**src/rtl/photon_bin_if.sv**
```systemverilog
// Bin stream from photon_bin_sequencer to the readout/FIFO logic.
// Each beat carries a bin count, its index within the run, and a last-bin flag.
interface photon_bin_if #(
    parameter int COUNTSIZE = 32,
    parameter int BIN_W     = 16
);
    logic [COUNTSIZE-1:0] bin_data;
    logic [BIN_W-1:0]     bin_idx;
    logic                 bin_last;
    logic                 bin_valid;
    logic                 bin_ready;

    modport master (
        output bin_data, bin_idx, bin_last, bin_valid,
        input  bin_ready
    );

    modport slave (
        input  bin_data, bin_idx, bin_last, bin_valid,
        output bin_ready
    );
endinterface

```
**src/rtl/photon_bin_sequencer.sv**
```systemverilog
// Splits a counting run into fixed-length windows and streams each window's photon count,
// taken as the modulo difference of the free-running counter between window edges.
module photon_bin_sequencer #(
    parameter int COUNTSIZE = 32,
    parameter int WIN_W     = 24,
    parameter int BIN_W     = 16,
    parameter int DROP_W    = 16
) (
    input  logic                 g_clk,
    input  logic                 g_rst,
    input  logic                 start,
    input  logic                 abort,
    input  logic [WIN_W-1:0]     win_cycles,
    input  logic [BIN_W-1:0]     num_bins,
    input  logic [COUNTSIZE-1:0] photon_cnt,
    photon_bin_if.master         bin,
    output logic                 busy,
    output logic                 done,
    output logic [DROP_W-1:0]    drop_cnt
);

    typedef enum logic [1:0] {IDLE, RUN, DRAIN} state_t;

    localparam logic [WIN_W-1:0]  WIN_ONE  = {{(WIN_W-1){1'b0}}, 1'b1};
    localparam logic [BIN_W-1:0]  BIN_ONE  = {{(BIN_W-1){1'b0}}, 1'b1};
    localparam logic [DROP_W-1:0] DROP_ONE = {{(DROP_W-1){1'b0}}, 1'b1};

    function automatic logic [DROP_W-1:0] sat_inc(input logic [DROP_W-1:0] v);
        return (&v) ? v : v + DROP_ONE;
    endfunction

    state_t               state, state_nxt;
    logic [WIN_W-1:0]     win_len;
    logic [WIN_W-1:0]     win_timer;
    logic [BIN_W-1:0]     run_bins;
    logic [BIN_W-1:0]     bin_cnt;
    logic [COUNTSIZE-1:0] base_cnt;

    logic                 start_go;
    logic                 boundary;
    logic                 is_last;
    logic                 handshake;
    logic                 load_bin;
    logic                 drop_bin;
    logic [COUNTSIZE-1:0] delta;

    assign start_go  = (state == IDLE) && start && !abort;
    assign boundary  = (state == RUN) && (win_timer == win_len - WIN_ONE);
    assign is_last   = (run_bins != '0) && (bin_cnt == run_bins - BIN_ONE);
    assign handshake = bin.bin_valid && bin.bin_ready;
    // The output register frees up in the same cycle it is accepted, so a
    // boundary coinciding with a handshake still delivers its bin.
    assign load_bin  = boundary && (!bin.bin_valid || bin.bin_ready);
    assign drop_bin  = boundary && !load_bin;
    // Unsigned modulo subtraction absorbs a counter wrap inside the window.
    assign delta     = photon_cnt - base_cnt;

    always_ff @(posedge g_clk or posedge g_rst) begin
        if (g_rst) state <= IDLE;
        else       state <= state_nxt;
    end

    always_comb begin
        state_nxt = state;
        done      = 1'b0;
        busy      = (state != IDLE);
        unique case (state)
            IDLE:  if (start_go) state_nxt = RUN;
            RUN: begin
                if (abort)                    state_nxt = IDLE;
                else if (boundary && is_last) state_nxt = DRAIN;
            end
            DRAIN: begin
                if (abort) state_nxt = IDLE;
                else if (!bin.bin_valid) begin
                    done      = 1'b1;
                    state_nxt = IDLE;
                end
            end
            default: state_nxt = IDLE;
        endcase
    end

    always_ff @(posedge g_clk or posedge g_rst) begin
        if (g_rst) begin
            win_len       <= '0;
            win_timer     <= '0;
            run_bins      <= '0;
            bin_cnt       <= '0;
            base_cnt      <= '0;
            drop_cnt      <= '0;
            bin.bin_data  <= '0;
            bin.bin_idx   <= '0;
            bin.bin_last  <= 1'b0;
            bin.bin_valid <= 1'b0;
        end else begin
            if (start_go) begin
                win_len   <= (win_cycles == '0) ? WIN_ONE : win_cycles;
                run_bins  <= num_bins;
                base_cnt  <= photon_cnt;
                win_timer <= '0;
                bin_cnt   <= '0;
                drop_cnt  <= '0;
            end else if ((state == RUN) && !abort) begin
                if (boundary) begin
                    base_cnt  <= photon_cnt;
                    win_timer <= '0;
                    bin_cnt   <= bin_cnt + BIN_ONE;
                end else begin
                    win_timer <= win_timer + WIN_ONE;
                end
            end

            if (abort) begin
                bin.bin_valid <= 1'b0;
            end else if (load_bin) begin
                bin.bin_data  <= delta;
                bin.bin_idx   <= bin_cnt;
                bin.bin_last  <= is_last;
                bin.bin_valid <= 1'b1;
            end else if (handshake) begin
                bin.bin_valid <= 1'b0;
            end

            if (drop_bin && !abort) drop_cnt <= sat_inc(drop_cnt);
        end
    end

endmodule

```
**src/flat_wrapper.sv**
```systemverilog
// flat-port wrapper written by rule: the top's interface ports become plain ports
module photon_bin_sequencer_flat 
#(
    parameter int COUNTSIZE = 32,
    parameter int WIN_W     = 24,
    parameter int BIN_W     = 16,
    parameter int DROP_W    = 16
)
  (g_clk, g_rst, start, abort, win_cycles, num_bins, photon_cnt, busy, done, drop_cnt, bin_bin_data, bin_bin_idx, bin_bin_last, bin_bin_valid, bin_bin_ready);
  photon_bin_if #(.COUNTSIZE(COUNTSIZE), .BIN_W(BIN_W)) bin_i ();
  input  logic g_clk;
  input  logic g_rst;
  input  logic start;
  input  logic abort;
  input  logic [WIN_W-1:0] win_cycles;
  input  logic [BIN_W-1:0] num_bins;
  input  logic [COUNTSIZE-1:0] photon_cnt;
  output logic busy;
  output logic done;
  output logic [DROP_W-1:0] drop_cnt;
  output wire logic [$bits(bin_i.bin_data)-1:0] bin_bin_data;
  output wire logic [$bits(bin_i.bin_idx)-1:0] bin_bin_idx;
  output wire logic [$bits(bin_i.bin_last)-1:0] bin_bin_last;
  output wire logic [$bits(bin_i.bin_valid)-1:0] bin_bin_valid;
  input wire logic [$bits(bin_i.bin_ready)-1:0] bin_bin_ready;
  assign bin_bin_data = bin_i.bin_data;
  assign bin_bin_idx = bin_i.bin_idx;
  assign bin_bin_last = bin_i.bin_last;
  assign bin_bin_valid = bin_i.bin_valid;
  assign bin_i.bin_ready = bin_bin_ready;
  photon_bin_sequencer #(.COUNTSIZE(COUNTSIZE), .WIN_W(WIN_W), .BIN_W(BIN_W), .DROP_W(DROP_W)) u_core (.g_clk(g_clk), .g_rst(g_rst), .start(start), .abort(abort), .win_cycles(win_cycles), .num_bins(num_bins), .photon_cnt(photon_cnt), .bin(bin_i), .busy(busy), .done(done), .drop_cnt(drop_cnt));
endmodule
```
**config.mk**
```make
export PLATFORM = sky130hd
export DESIGN_NAME = photon_bin_sequencer_flat
export DESIGN_NICKNAME = d
export VERILOG_FILES = /design/src/rtl/photon_bin_if.sv /design/src/rtl/photon_bin_sequencer.sv /design/src/flat_wrapper.sv
export SDC_FILE = /design/constraint.sdc
export NUM_CORES = 1
export LEC_CHECK = 0
export BUFFER_PORTS_ARGS = -buffer_cell sky130_fd_sc_hd__buf_4
export CAP_MARGIN = 0
export CORE_UTILIZATION = 58
export CTS_CLUSTER_SIZE = 28
export DETAILED_ROUTE_END_ITERATION = 8
export GPL_TIMING_DRIVEN = 0
export PLACE_DENSITY = 0.85
export SLEW_MARGIN = 25
export SYNTH_ARGS = -nofsm -noshare
export SYNTH_HDL_FRONTEND = slang
export SYNTH_SLANG_ARGS = --single-unit
```
**constraint.sdc**
```tcl
create_clock -name g_clk -period 7.71 [get_ports g_clk]
set_input_delay 1.1565 -clock g_clk [delete_from_list [all_inputs] [get_ports g_clk]]
set_output_delay 1.1565 -clock g_clk [all_outputs]
set_load 0.02 [all_outputs]
```
==> impl_results.md <==
* Min-delay worst type: reg2reg
* Largest net degree at the start of global routing at 101
* TritonCTS clock tree: built
* Diode count at 0
* Crit Path Class: reg2reg
* WL/cell at 17.5 um
* Grt total ovfl at 0
* Core area at 0.0175 mm2
* CTS buffer count at 17
* Slew @ Worst Pin at 0.705 ns
* Hold_buf cts at 0
* CTS resizes at 0
* Area delta synth->final at 18.7%
* Gr usage total at 30.9%
* Ys async rst share at 100%
* Most frequent CP cell: and4b_1
* Post-route cell area at 0.0125 mm2
* Num rows at 48
* GP Congestion at 0.952
* Fin Hold WS at 0.486 ns
* Adder-cell share of the synthesized area at 4.48%
* Die footprint at 0.0187 mm2
* DIE WIDTH at 137 um
* Xor/xnor cell area share of the yosys netlist at 8.92%
* CP peak stage delay at 0.57 ns
* Clock Skew at 0.0112 ns
* Period utilization at 53.6%
* Ys Warns at 0
* Via-to-Cell Ratio at 5.92
* First-pass GRT wire length at 44,800 um
* Post-DP HPWL at 20,200 um
* Die height at 137 um
* Final Critical Period at 4.13 ns
* Initial Utilization at 60.1%
* Port bufs at 144
* Simple-Gate Fraction of Synth Area at 24.0%
* FF+latch count, synth at 180
* Outcome: complete, no violations
* DRT iter0 DRCs at 852
* Sequential-to-total area share from yosys stat at 42.9%
* Final TNS setup at 0 ns
* Synth unique cells at 72
* Fill cells at 1,330
* Tot Pwr at 0.00271 W
* Critical path startpoint category: flip-flop
* Final Max Slew Viols at 0
* PD cells at 218 mW/mm2
* Sequential cell area at 0.00450 mm2
* Final nets at 1,475
* Ys flop type: dfrtp_1
* Syn Std Cell Area at 0.0105 mm2
* First-pass DRT Iterations at 5
* Routed vias at 9,462
* Clk_lat worst skew at 0.43 ns
* Clk sinks at 180
* Combined area of the multi-input logic cells at 0.00561 mm2
* DRC errors left at 0
* Initial antenna violation count at 0
* Detailed Route WL at 28,000 um
* Crit path capture type: flip-flop
* Main combinational cell family by area after synthesis: simple AND/OR/NAND/NOR gates
* Cell count after synthesis at 1,197
* Post-synth EDFFs at 0
* Arrival time at the worst endpoint at 4.44 ns
* Bufs and invs on worst path at 2
* Mux cell area share after synthesis at 2.31%
* WP data required at 8.02 ns
* CTS root buffer: clkbuf_16
* Placed instance area at 0.0119 mm2
* Slew margin rel. at 52.5%
* CP Max Fanout at 10
* Routed Antenna Nets at 0
* Worst IR Drop VDD at 0.000164 V
* Mean post-synth cell area at 8.78 um2
* Worst-path cell chain: inv_1 > ha_1 > nor3b_1 > nand4_1 > and4b_1 > nor3_1 > nand2_1 > and4b_1 > nand3b_1 > clkbuf_1 > mux2_2
* Crit path max-delay family: simple AND/OR/NAND/NOR gates
* Vias in the first global route at 9,189
* Reg clk slew, reported paths at 0.07 ns
* RSZ-0062 raised after global routing: no
* H-tree depth at 4
* Final Util at 71.4%
* Setup violators final at 0
* LEAKAGE at 5.97 nW
* Syn nets at 1,311
* IO Count at 145
* Clock buffer depth at 2
* Slowest-stage cell, CP: clkbuf_1
* Max cap viols at 0
* Layout cells sized above 1 at 16.0%
* F_max at 242 MHz
* Post-CTS Setup Inserts at 0
* Synth Area in Compound Gates at 13.7%
* Final Hold Viols at 0
[power by group]
group          switching [W]  internal [W]
Clock               0.000377      0.000486
Sequential         0.0000798       0.00103
Combinational       0.000429      0.000314
Total               0.000886       0.00183
[logic make-up after synthesis]
group,count (synthesis)
buffers and inverters,102
muxes,22
DFF,180
adders and majority gates,37
and+or+nand+nor,507
AOI/OAI and AO/OA,242
xor gates and xnor gates,107
[cells in the mapped netlist, types with 7 or more instances]
library cell / instances / area, um2
a21o_1: 14 / 105
a21oi_1: 39 / 195
and2_1: 7 / 43.8
and3_1: 22 / 138
and4_1: 9 / 78.8
clkbuf_1: 44 / 165
dfrtp_1: 180 / 4500
ha_1: 36 / 450
inv_1: 51 / 191
mux2_2: 18 / 203
nand2_1: 219 / 822
nand2b_1: 11 / 68.8
nand3_1: 34 / 170
nand3b_1: 7 / 52.6
nand4_1: 31 / 194
nor2_1: 74 / 278
nor3_1: 24 / 120
nor3b_1: 7 / 52.6
nor4_1: 15 / 93.8
o21ai_0: 125 / 626
o31ai_1: 9 / 67.6
or3_1: 12 / 75.1
xnor2_1: 50 / 438
xor2_1: 57 / 499
[tightest hold or removal path, stage by stage, from the launching register on]
cell     delay (ns)
dfrtp_1        0.34
nand2_1        0.05
o21ai_0        0.06
[routing by layer]
layer	GRT usage [%]	wire length [um]
met5	0	0
met2	50.2	13400
met3	5.41	1490
met1	40.4	12000
met4	14.1	1070
[path summary, 6_finish.rpt]
check / to / start / cells after the start / slack [ns]
setup / recovery: u_core.bin.bin_idx[9]$_DFFE_PP0P_ / u_core.win_len[0]$_DFFE_PP0P_ / 11 / 3.58
hold / removal: u_core.bin.bin_data[0]$_DFFE_PP0P_ / u_core.bin.bin_data[0]$_DFFE_PP0P_ / 2 / 0.49
setup reg to reg: u_core.bin.bin_idx[9]$_DFFE_PP0P_ / u_core.win_len[0]$_DFFE_PP0P_ / 11 / 3.58
hold reg to reg: u_core.bin.bin_data[0]$_DFFE_PP0P_ / u_core.bin.bin_data[0]$_DFFE_PP0P_ / 2 / 0.49
max in group asynchronous: u_core.bin_cnt[12]$_DFFE_PP0P_ / g_rst / 3 / 6.03
min in group asynchronous: u_core.base_cnt[9]$_DFFE_PP0P_ / g_rst / 2 / 0.79
[area by class of cell]
| class | count | area share [%] |
|---|---|---|
| inverter | 51 | 1.60 |
| tap | 225 | 2.26 |
| clock buffer | 19 | 3.55 |
| sequential | 180 | 36.1 |
| timing repair buffer | 145 | 8.89 |
| buffer | 51 | 1.62 |
| multi-input combinational | 915 | 45.0 |
| clock inverter | 12 | 1.02 |
[sequential cells by signal, summed over array words and instances (netlist names)]
signal	cells
u_core.win_timer	24
u_core.bin.bin_valid	1
u_core.win_len	24
u_core.bin.bin_last	1
u_core.bin.bin_idx	16
u_core.bin.bin_data	32
u_core.state	2
u_core.base_cnt	32
u_core.drop_cnt	16
u_core.run_bins	16
u_core.bin_cnt	16
[per-stage QoR]
stage,setup WS (ns),std cells
after floorplan,1.67,1197
after global placement,-0.401,1566
after detailed placement,3.57,1567
after CTS,3.69,1598
after global routing,3.50,1598
final,3.58,1598
[layout by cell type, fill, tap and decap left out, types with 5 or more instances in the layout]
cell       synthesis  final
nand3b_1           7      7
a211oi_1           5      5
a21o_1            14     14
nor3_1            24     24
clkinv_2           0      5
o21bai_1           5      5
nor2b_1            6      6
and3_1            22     22
and4_1             9      9
a21oi_1           39     39
buf_2              5      5
xnor2_1           50     50
nor2_1            74     74
xor2_1            57     57
o21ai_0          125    125
ha_1              36     36
nor4_1            15     15
mux2_2            18     18
nand2_1          219    219
clkbuf_16          0     17
o31ai_1            9      9
inv_1             51     50
or2_2              6      6
buf_4              1    145
dfrtp_1          180    180
o21a_1             5      5
or3_1             12     12
nand2b_1          11     11
nor3b_1            7      7
nand4_1           31     31
nand3_1           34     34
clkbuf_1          44     45
and2_1             7      7
No activity file was read; power rests on OpenSTA's default activity.
